### src/rtl/lsu_axi_split.sv
// ---------------------------------------------------------------------------
// lsu_axi_split
//
// Load/store unit sitting between EX/MEM and MEM/WB. Takes one request at a
// time over valid/ready and runs it as one or two single-beat AXI4
// transactions. A misaligned access either spans two aligned words
// (SPLIT_EN=1) or is trapped with no bus activity (SPLIT_EN=0). Loads return
// sign/zero-extended data. Stores return a completion. Bus errors and
// misalignment return a precise exception cause.
//
// Ports:
//   clk, reset        clock, synchronous active-high reset
//   req_*             upstream request (op, byte address, LSB-aligned store
//                     data, size, unsigned flag)
//   resp_*            downstream result (extended load data, exc, cause)
//   m_ar*/m_r*        AXI read address / read data channels
//   m_aw*/m_w*/m_b*   AXI write address / write data / write response
// ---------------------------------------------------------------------------
module lsu_axi_split #(
    parameter int DATA_W   = 32,
    parameter int ADDR_W   = 32,
    parameter int SPLIT_EN = 1
) (
    input  logic                clk,
    input  logic                reset,
    input  logic                req_valid,
    output logic                req_ready,
    input  logic [1:0]          req_op,
    input  logic [ADDR_W-1:0]   req_addr,
    input  logic [DATA_W-1:0]   req_wdata,
    input  logic [1:0]          req_size,
    input  logic                req_unsigned,
    output logic                resp_valid,
    input  logic                resp_ready,
    output logic [DATA_W-1:0]   resp_rdata,
    output logic                resp_exc,
    output logic [3:0]          resp_cause,
    output logic [ADDR_W-1:0]   m_araddr,
    output logic                m_arvalid,
    input  logic                m_arready,
    output logic [2:0]          m_arsize,
    output logic [7:0]          m_arlen,
    input  logic [DATA_W-1:0]   m_rdata,
    input  logic [1:0]          m_rresp,
    input  logic                m_rvalid,
    output logic                m_rready,
    input  logic                m_rlast,
    output logic [ADDR_W-1:0]   m_awaddr,
    output logic                m_awvalid,
    input  logic                m_awready,
    output logic [2:0]          m_awsize,
    output logic [7:0]          m_awlen,
    output logic [DATA_W-1:0]   m_wdata,
    output logic [DATA_W/8-1:0] m_wstrb,
    output logic                m_wvalid,
    input  logic                m_wready,
    output logic                m_wlast,
    input  logic [1:0]          m_bresp,
    input  logic                m_bvalid,
    output logic                m_bready
);

    localparam int BYTES = DATA_W / 8;
    localparam int OFF_W = $clog2(BYTES);

    typedef enum logic [2:0] {IDLE, ISSUE, R_WAIT, W_WAIT, B_WAIT, SEND} state_t;

    state_t              state_q, state_d;
    logic                is_load_q, is_load_d;
    logic                is_store_q, is_store_d;
    logic [ADDR_W-1:0]   addr_q, addr_d;
    logic [DATA_W-1:0]   wdata_q, wdata_d;
    logic [1:0]          size_q, size_d;
    logic                unsigned_q, unsigned_d;
    logic                two_beats_q, two_beats_d;
    logic                beat_q, beat_d;
    logic [DATA_W-1:0]   merged_q, merged_d;
    logic                exc_q, exc_d;
    logic [3:0]          cause_q, cause_d;
    logic                aw_done_q, aw_done_d;
    logic                w_done_q, w_done_d;

    logic [OFF_W-1:0]    off;
    logic [OFF_W+3:0]    hi_shift;
    logic [3:0]          q_bytes;
    logic [3:0]          in_bytes;
    logic                in_misaligned;
    logic                in_two_beats;
    logic [ADDR_W-1:0]   base_addr;
    logic [ADDR_W-1:0]   beat_addr;
    logic [2*BYTES-1:0]  strb_full;
    logic [DATA_W-1:0]   ext_mask;
    logic                ext_sign;
    logic [DATA_W-1:0]   ext_data;
    logic                unused_rlast;

    // Every transaction is a single beat, so rlast carries no information.
    assign unused_rlast = m_rlast;

    assign m_arsize = 3'(OFF_W);
    assign m_awsize = 3'(OFF_W);
    assign m_arlen  = 8'd0;
    assign m_awlen  = 8'd0;
    assign m_wlast  = 1'b1;

    // Address/data shaping for the current beat of the latched request.
    // The byte-strobe is built over two words so the overflow into the
    // second beat falls out of the upper half.
    always_comb begin
        off       = addr_q[OFF_W-1:0];
        q_bytes   = 4'd1 << size_q;
        hi_shift  = (OFF_W+4)'((BYTES - int'(off)) * 8);
        base_addr = addr_q & ~ADDR_W'(BYTES - 1);
        beat_addr = beat_q ? base_addr + ADDR_W'(BYTES) : base_addr;
        strb_full = '0;
        for (int i = 0; i < 2 * BYTES; i++) begin
            strb_full[i] = (i >= int'(off)) && (i < int'(off) + int'(q_bytes));
        end
        m_araddr = beat_addr;
        m_awaddr = beat_addr;
        m_wdata  = beat_q ? (wdata_q >> hi_shift) : (wdata_q << {off, 3'b000});
        m_wstrb  = beat_q ? strb_full[2*BYTES-1:BYTES] : strb_full[BYTES-1:0];
    end

    // Decode of the incoming request, used only while IDLE accepts it.
    always_comb begin
        in_bytes      = 4'd1 << req_size;
        in_misaligned = (req_addr[2:0] & 3'(in_bytes - 4'd1)) != 3'd0;
        in_two_beats  = (int'(req_addr[OFF_W-1:0]) + int'(in_bytes)) > BYTES;
    end

    // Sign/zero extension of the merged load bytes to the full data width.
    always_comb begin
        ext_mask = '0;
        ext_sign = 1'b0;
        for (int i = 0; i < DATA_W; i++) begin
            if (i < 8 * int'(q_bytes)) begin
                ext_mask[i] = 1'b1;
            end
            if (i == 8 * int'(q_bytes) - 1) begin
                ext_sign = merged_q[i];
            end
        end
        ext_data = merged_q & ext_mask;
        if (!unsigned_q && ext_sign) begin
            ext_data = ext_data | ~ext_mask;
        end
    end

    always_ff @(posedge clk) begin
        if (reset) begin
            state_q     <= IDLE;
            is_load_q   <= 1'b0;
            is_store_q  <= 1'b0;
            addr_q      <= '0;
            wdata_q     <= '0;
            size_q      <= '0;
            unsigned_q  <= 1'b0;
            two_beats_q <= 1'b0;
            beat_q      <= 1'b0;
            merged_q    <= '0;
            exc_q       <= 1'b0;
            cause_q     <= '0;
            aw_done_q   <= 1'b0;
            w_done_q    <= 1'b0;
        end else begin
            state_q     <= state_d;
            is_load_q   <= is_load_d;
            is_store_q  <= is_store_d;
            addr_q      <= addr_d;
            wdata_q     <= wdata_d;
            size_q      <= size_d;
            unsigned_q  <= unsigned_d;
            two_beats_q <= two_beats_d;
            beat_q      <= beat_d;
            merged_q    <= merged_d;
            exc_q       <= exc_d;
            cause_q     <= cause_d;
            aw_done_q   <= aw_done_d;
            w_done_q    <= w_done_d;
        end
    end

    always_comb begin
        state_d     = state_q;
        is_load_d   = is_load_q;
        is_store_d  = is_store_q;
        addr_d      = addr_q;
        wdata_d     = wdata_q;
        size_d      = size_q;
        unsigned_d  = unsigned_q;
        two_beats_d = two_beats_q;
        beat_d      = beat_q;
        merged_d    = merged_q;
        exc_d       = exc_q;
        cause_d     = cause_q;
        aw_done_d   = aw_done_q;
        w_done_d    = w_done_q;
        req_ready   = 1'b0;
        resp_valid  = 1'b0;
        resp_rdata  = '0;
        resp_exc    = 1'b0;
        resp_cause  = '0;
        m_arvalid   = 1'b0;
        m_rready    = 1'b0;
        m_awvalid   = 1'b0;
        m_wvalid    = 1'b0;
        m_bready    = 1'b0;

        case (state_q)
            IDLE: begin
                req_ready = 1'b1;
                if (req_valid) begin
                    is_load_d   = (req_op == 2'b01);
                    is_store_d  = (req_op == 2'b10);
                    addr_d      = req_addr;
                    wdata_d     = req_wdata;
                    size_d      = req_size;
                    unsigned_d  = req_unsigned;
                    two_beats_d = 1'b0;
                    beat_d      = 1'b0;
                    merged_d    = '0;
                    exc_d       = 1'b0;
                    cause_d     = 4'd0;
                    aw_done_d   = 1'b0;
                    w_done_d    = 1'b0;
                    if (req_op != 2'b01 && req_op != 2'b10) begin
                        state_d = SEND;
                    end else if (in_misaligned && SPLIT_EN == 0) begin
                        exc_d   = 1'b1;
                        cause_d = (req_op == 2'b01) ? 4'd4 : 4'd6;
                        state_d = SEND;
                    end else begin
                        two_beats_d = in_two_beats;
                        state_d     = ISSUE;
                    end
                end
            end
            // AW and W complete independently; W_WAIT only ever holds a store.
            ISSUE, W_WAIT: begin
                if (is_load_q) begin
                    m_arvalid = 1'b1;
                    if (m_arready) begin
                        state_d = R_WAIT;
                    end
                end else begin
                    m_awvalid = !aw_done_q;
                    m_wvalid  = !w_done_q;
                    aw_done_d = aw_done_q | m_awready;
                    w_done_d  = w_done_q | m_wready;
                    state_d   = (aw_done_d && w_done_d) ? B_WAIT : W_WAIT;
                end
            end
            // Beat 0 lands bytes [off..] at the bottom; beat 1 fills in above.
            R_WAIT: begin
                m_rready = 1'b1;
                if (m_rvalid) begin
                    if (m_rresp != 2'b00) begin
                        exc_d   = 1'b1;
                        cause_d = 4'd5;
                        state_d = SEND;
                    end else if (!beat_q) begin
                        merged_d = m_rdata >> {off, 3'b000};
                        if (two_beats_q) begin
                            beat_d  = 1'b1;
                            state_d = ISSUE;
                        end else begin
                            state_d = SEND;
                        end
                    end else begin
                        merged_d = merged_q | (m_rdata << hi_shift);
                        state_d  = SEND;
                    end
                end
            end
            // A completed first store beat stays written even if beat 1 faults.
            B_WAIT: begin
                m_bready = 1'b1;
                if (m_bvalid) begin
                    if (m_bresp != 2'b00) begin
                        exc_d   = 1'b1;
                        cause_d = 4'd7;
                        state_d = SEND;
                    end else if (two_beats_q && !beat_q) begin
                        beat_d    = 1'b1;
                        aw_done_d = 1'b0;
                        w_done_d  = 1'b0;
                        state_d   = ISSUE;
                    end else begin
                        state_d = SEND;
                    end
                end
            end
            SEND: begin
                resp_valid = 1'b1;
                resp_exc   = exc_q;
                resp_cause = cause_q;
                resp_rdata = (is_load_q && !exc_q) ? ext_data : '0;
                if (resp_ready) begin
                    state_d = IDLE;
                end
            end
            default: begin
                state_d = IDLE;
            end
        endcase
    end

endmodule

### config.mk
export PLATFORM = sky130hd
export DESIGN_NAME = lsu_axi_split
export DESIGN_NICKNAME = d
export VERILOG_FILES = /design/src/rtl/lsu_axi_split.sv
export SDC_FILE = /design/constraint.sdc
export NUM_CORES = 1
export LEC_CHECK = 0
export CAP_MARGIN = 20
export CORE_ASPECT_RATIO = 1.2
export CORE_MARGIN = 2
export CORE_UTILIZATION = 40
export CTS_CLUSTER_DIAMETER = 200
export DETAILED_ROUTE_END_ITERATION = 7
export DONT_BUFFER_PORTS = 1
export GPL_ROUTABILITY_DRIVEN = 0
export GPL_TIMING_DRIVEN = 0
export SLEW_MARGIN = 20
export SYNTH_ARGS = -nofsm -noshare
export SYNTH_HDL_FRONTEND = slang
export SYNTH_SLANG_ARGS = --single-unit
### constraint.sdc
create_clock -name clk -period 2.65 [get_ports clk]
set_input_delay 0.265 -clock clk [delete_from_list [all_inputs] [get_ports clk]]
set_output_delay 0.265 -clock clk [all_outputs]
set_load 0.01 [all_outputs]
# ---- Word-level counts from Yosys, hierarchy flattened
# Index checks and enable logic that the tools add are counted.
dict set report op_classes {
  shift 6
  muxes 129
  n_bitwise 6
  add_sub_neg 5
  reduce_logical 27
  order_cmp 44
  n_eq_ne 50
}
# operator count
set op_table {}
lappend op_table {{two-way mux 32 bit} 9}
lappend op_table {{equality test 6 x 8 -> 1 bit, first input constant} 16}
lappend op_table {{< comparator 5 x 7 -> 1 bit, first input constant} 16}
lappend op_table {{< comparator 4 x 32 -> 1 bit, first input constant} 3}
lappend op_table {{two-way mux 1 bit} 93}
lappend op_table {{equality test 5 x 8 -> 1 bit, first input constant} 8}
lappend op_table {{< comparator 3 x 32 -> 1 bit, first input constant} 2}
lappend op_table {{OR 32 bit} 2}
lappend op_table {{case mux 32 bit (2 select lines)} 1}
lappend op_table {{< comparator 4 x 7 -> 1 bit, first input constant} 8}
lappend op_table {{two-way mux 3 bit} 13}
lappend op_table {{adder 32 x 3 -> 32 bit, second input constant} 1}
lappend op_table {{AND 32 bit} 1}
lappend op_table {{equality test 4 x 8 -> 1 bit, first input constant} 4}
lappend op_table {{logical NOT 32 bit} 1}
lappend op_table {{< comparator 1 x 32 -> 1 bit, first input constant} 1}
lappend op_table {{< comparator 2 x 32 -> 1 bit, first input constant} 1}
lappend op_table {{inverter 32 bit} 1}
lappend op_table {{left shift 32 x 5 -> 32 bit} 1}
lappend op_table {{left shift 32 x 6 -> 32 bit} 1}
lappend op_table {{>> shifter 32 x 5 -> 32 bit} 1}
lappend op_table {{>> shifter 32 x 6 -> 32 bit} 1}
lappend op_table {{< comparator 3 x 7 -> 1 bit, first input constant} 4}
lappend op_table {{two-way mux 4 bit} 7}
lappend op_table {{34 further kinds} 71}
dict set report word_totals {
  output_inout_bits 167
  elab_cells 280
  input_bits 115
  register_bits 112
}

# ---- Logic depth before layout (Yosys ltp)
dict set report logic_depth {
  ltp_word 39
  depth_mapped 12
}

# ---- Worst setup path after synthesis
# Ideal clock, no wire load.
dict set report synth_timing {
  path_kind {flip-flop to output port}
  start {register addr_q[0]}
  end {output m_wstrb[2]}
  path_buffers 5
  setup_slack_ps -241
  required_time_ps 2385
  path_stages_with_launch 12
  arrival_time_ps 2626
  path_cell_list {dfxtp_1 clkbuf_1 buf_2 clkbuf_1 clkbuf_1 nand2_1 fa_1 clkbuf_1 nand2b_1 maj3_1 nor2_1 o31ai_1}
}
dict set report synth_between {
  elab_chain_len 4
}
# item line
set synth_lines {}
lappend synth_lines {{start: declaration} 71} ;# logic [ADDR_W-1:0] addr_q, addr_d;
lappend synth_lines {{start signal: assignment} 170} ;# addr_q <= addr_d;
lappend synth_lines {{adder 2 x 4 -> 5 bit} 117} ;# strb_full[i] = (i >= int'(off)) && (i < int'(off) + int'(q_bytes));
lappend synth_lines {{< comparator 3 x 32 -> 1 bit} 117}
lappend synth_lines {{logical AND 1 bit} 117}
lappend synth_lines {{two-way mux 4 bit (*)} 122} ;# m_wstrb = beat_q ? strb_full[2*BYTES-1:BYTES] : strb_full[BYTES-1:0];
lappend synth_lines {{end: declaration} 54} ;# output logic [DATA_W/8-1:0] m_wstrb,
# Every way passes the cells marked *; elsewhere a longest branch is shown, timed or not.

# ---- Final worst setup path
dict set report layout_timing {
  start {register size_q[1]}
  end {output m_wstrb[2]}
}
dict set report layout_between {
  elab_chain_len 5
}
# item line
set layout_lines {}
lappend layout_lines {{start: declaration} 73} ;# logic [1:0] size_q, size_d;
lappend layout_lines {{start signal: assignment} 172} ;# size_q <= size_d;
lappend layout_lines {{left shift 1 x 2 -> 4 bit (*)} 111} ;# q_bytes = 4'd1 << size_q;
lappend layout_lines {{adder 2 x 4 -> 5 bit (*)} 117}
lappend layout_lines {{< comparator 3 x 32 -> 1 bit} 117}
lappend layout_lines {{logical AND 1 bit} 117}
lappend layout_lines {{two-way mux 4 bit (*)} 122}
# Marked as above.

==> results.ini <==
[run_status]
violations = negative setup slack
outcome = complete, but fails checks

[finish]
multi_input_area_um2 = 4850
instances_no_fill = 1357
final_common_cell = nand2_1
seq_area_um2 = 2200
final_cell_area_um2 = 8940
drive_above_1_share_pct = 18.3
final_util_pct = 47.6
diodes = 0
mostFrequentLayoutCells = 206 x nand2_1, 134 x a21oi_1, 100 x dfxtp_1
final_nets = 1221
fillCellCount = 1896
syn_to_final_growth_pct = 16.8

[pwr]
peakVddDrop_mv = 0.579
p_leak_nw = 3.41
powerDensity_nw_per_um2 = 778

[die]
dieArea_um2 = 20300
rows = 55
die_w_um = 130
coreArea_um2 = 18800
initial_core_util_pct = 40.7
pin_count = 282
dieHeight_um = 156

[sta]
tns_ns = -0.0434
fin_crit_ns = 2.69
finalCritPeriodShare_pct = 102
fmax_mhz = 371
max_slew_margin_pct = 45.2
setup_viol = 1
fin_skew_ns = 0.0109
finalWorstSetupSlack_ns = -0.0434
finalHoldViolations = 0
worstMarginPinSlew_ns = 0.821
rsz0062_at_grt = true
slew_violations = 0

[grt]
grt.overflow.total = 0
antenna_found_initial = 0
grt_pass1_wl_um = 40600
grt_pass1_vias = 7323
grt_start_max_net_pins = 22
grtUsageTotal_pct = 26.0

[clock_network]
cts.sinks = 109
clk_pin_slew_worst_paths_ns = 0.09
cts_made_buffers = 9
cts-htree-levels = 3
clockBufferDepth = 2
clk_latency_ns = 0.37
root_buffer = clkbuf_16
cts_tree = built

[placement]
dp_cells = 1323
io_buffers = 0
placed_area_um2 = 8080
dpl.hpwl_um = 20700
place_ws_ns = -0.856

[critical_path]
reg2reg_depth = 7
regToRegSetupSlack_ns = 0.35
worstPathRequired_ns = 2.38
timing.rr.start = state_q[1]
crit_fanout = 10
regToRegEndpoint = addr_q[24]
cp-endpoint = m_wstrb[2]
startpoint = size_q[1]
crit_type = reg2out
start_kind = register
arrival_ns = 2.43
endpoint_kind = output pin

[routing]
first_pass_iters = 5
wl_um = 27200
via_per_inst = 5.65
detail_route.iter0.violations = 580
antenna_left = 0
wl_per_cell_um = 20.1
drc = 0
num_vias = 7666

[yosys]
yosysWarningCount = 0
yosysTopAreaCell = dfxtp_1
synth_edf_count = 0
synthFlopType = dfxtp_1
yosysTopAreaCellShare_pct = 28.5
synth.ff_latch_count = 109
async_reset_ff_share_pct = 0
synth_area_per_cell_um2 = 7.35
synthCells = 1041
synth_area_leaders = dfxtp_1 29%, nand2_1 10%, a21oi_1 9.0%
ys_seq_area_share_pct = 28.5
syn_area_um2 = 7650
yosysUniqueCellTypes = 61

[job]
cap_violations = 0

[min_path]
worstHoldPathType = in2reg
min_from = req_addr[14]

==> cell families (layout without fill, tap and decap cells) <==
| logic type | count (synthesis) | after routing | share of synthesized area, % |
|---|---|---|---|
| AOI/OAI and AO/OA | 290 | 290 | 23.6 |
| xor gates and xnor gates | 30 | 30 | 3.43 |
| and+or+nand+nor | 354 | 354 | 21.4 |
| DFF | 109 | 109 | 28.5 |
| muxes | 68 | 68 | 8.99 |
| other | 2 | 28 | 0.0981 |
| buffers and inverters | 177 | 211 | 12.0 |
| adders and majority gates | 11 | 11 | 1.96 |
==> where the power goes <==
part           switching, mW  leakage, nW  internal, mW
registers              0.317        0.895          1.96
logic                   2.02         2.37          1.24
clock network          0.738        0.144         0.677
total                   3.08         3.41          3.88
==> how the worst min path moves through the flow <==
stage	to	depth (start not counted)
global placement	addr_q[7]	2
detailed placement	addr_q[1]	2
floorplan	addr_q[11]	2
global route	addr_q[11]	2
finish	addr_q[14]	2
CTS	addr_q[1]	2
==> metrics by stage <==
step / hold slack (ns) / total power [mW]
2_1_floorplan: 0.401 / 4.46
3_3_place_gp: 0.402 / 5.16
3_5_place_dp: 0.408 / 5.19
4_1_cts: 0.00816 / 6.88
5_1_grt: 0.00606 / 7.39
6_report: 0.0141 / 6.96
==> sequential cells by signal, indices dropped and copies added, names as in the netlist <==
| register | flops |
|---|---|
| addr_q | 32 |
| aw_done_q | 1 |
| beat_q | 1 |
| cause_q | 2 |
| is_load_q | 1 |
| merged_q | 32 |
| size_q | 2 |
| state_q | 3 |
| two_beats_q | 1 |
| unsigned_q | 1 |
| w_done_q | 1 |
| wdata_q | 32 |
==> critical path, cell delays in order (launching register included) <==
cell and delay (ns):
dfxtp_1 0.32, clkbuf_8 0.15, buf_12 0.14, nor2b_4 0.12
inv_1 0.06, fa_2 0.63, nor2_2 0.06, maj3_2 0.32
nor2_4 0.14, o31ai_4 0.10
==> cell type report <==
type                            count  share of cell area [%]
Buffer                            129                    10.2
Clock buffer                        9                    2.52
Clock inverter                      7                   0.812
Inverter                           39                    1.71
Multi-Input combinational cell    781                    54.3
Sequential cell                   109                    24.6
Tap cell                          256                    3.58
Timing Repair Buffer               27                    2.30
==> metal layers <==
metal	global-route usage [%]	share of wire (%)	up-vias
met1	30.6	39	3575
met3	8.26	10	60
met5	0	0	-
li1	-	-	3683
met2	43.3	48	348
met4	10.8	3.6	0
==> cells in the mapped netlist, types with 5 or more instances <==
library cell,count
nand2_1,207
a21oi_1,137
dfxtp_1,109
mux2i_1,62
buf_4,61
clkbuf_1,50
o21ai_0,42
nor2_1,40
inv_1,38
xnor2_1,24
nor3_1,21
buf_2,20
a22oi_1,17
nand3_1,17
a211oi_1,12
and2_1,11
a32oi_1,10
nand4_1,10
o22ai_1,10
a221oi_1,9
a22o_1,9
nand2b_1,9
o21a_1,9
a222oi_1,8
ha_1,8
nor2b_1,8
and3_1,7
buf_1,7
o221ai_1,7
mux2_2,6
xor2_1,6
and4_1,5
nor3b_1,5
==> repair_timing <==
action,4_1_cts,5_1_grt
setup buffers,18,7
setup endpoints to repair,96,58
endpoints found under the hold margin,0,1
hold buffers,0,1
gates cloned,1,0
pin swaps,13,14
gates resized for setup,99,23
Power figures use the tool's default switching activity.
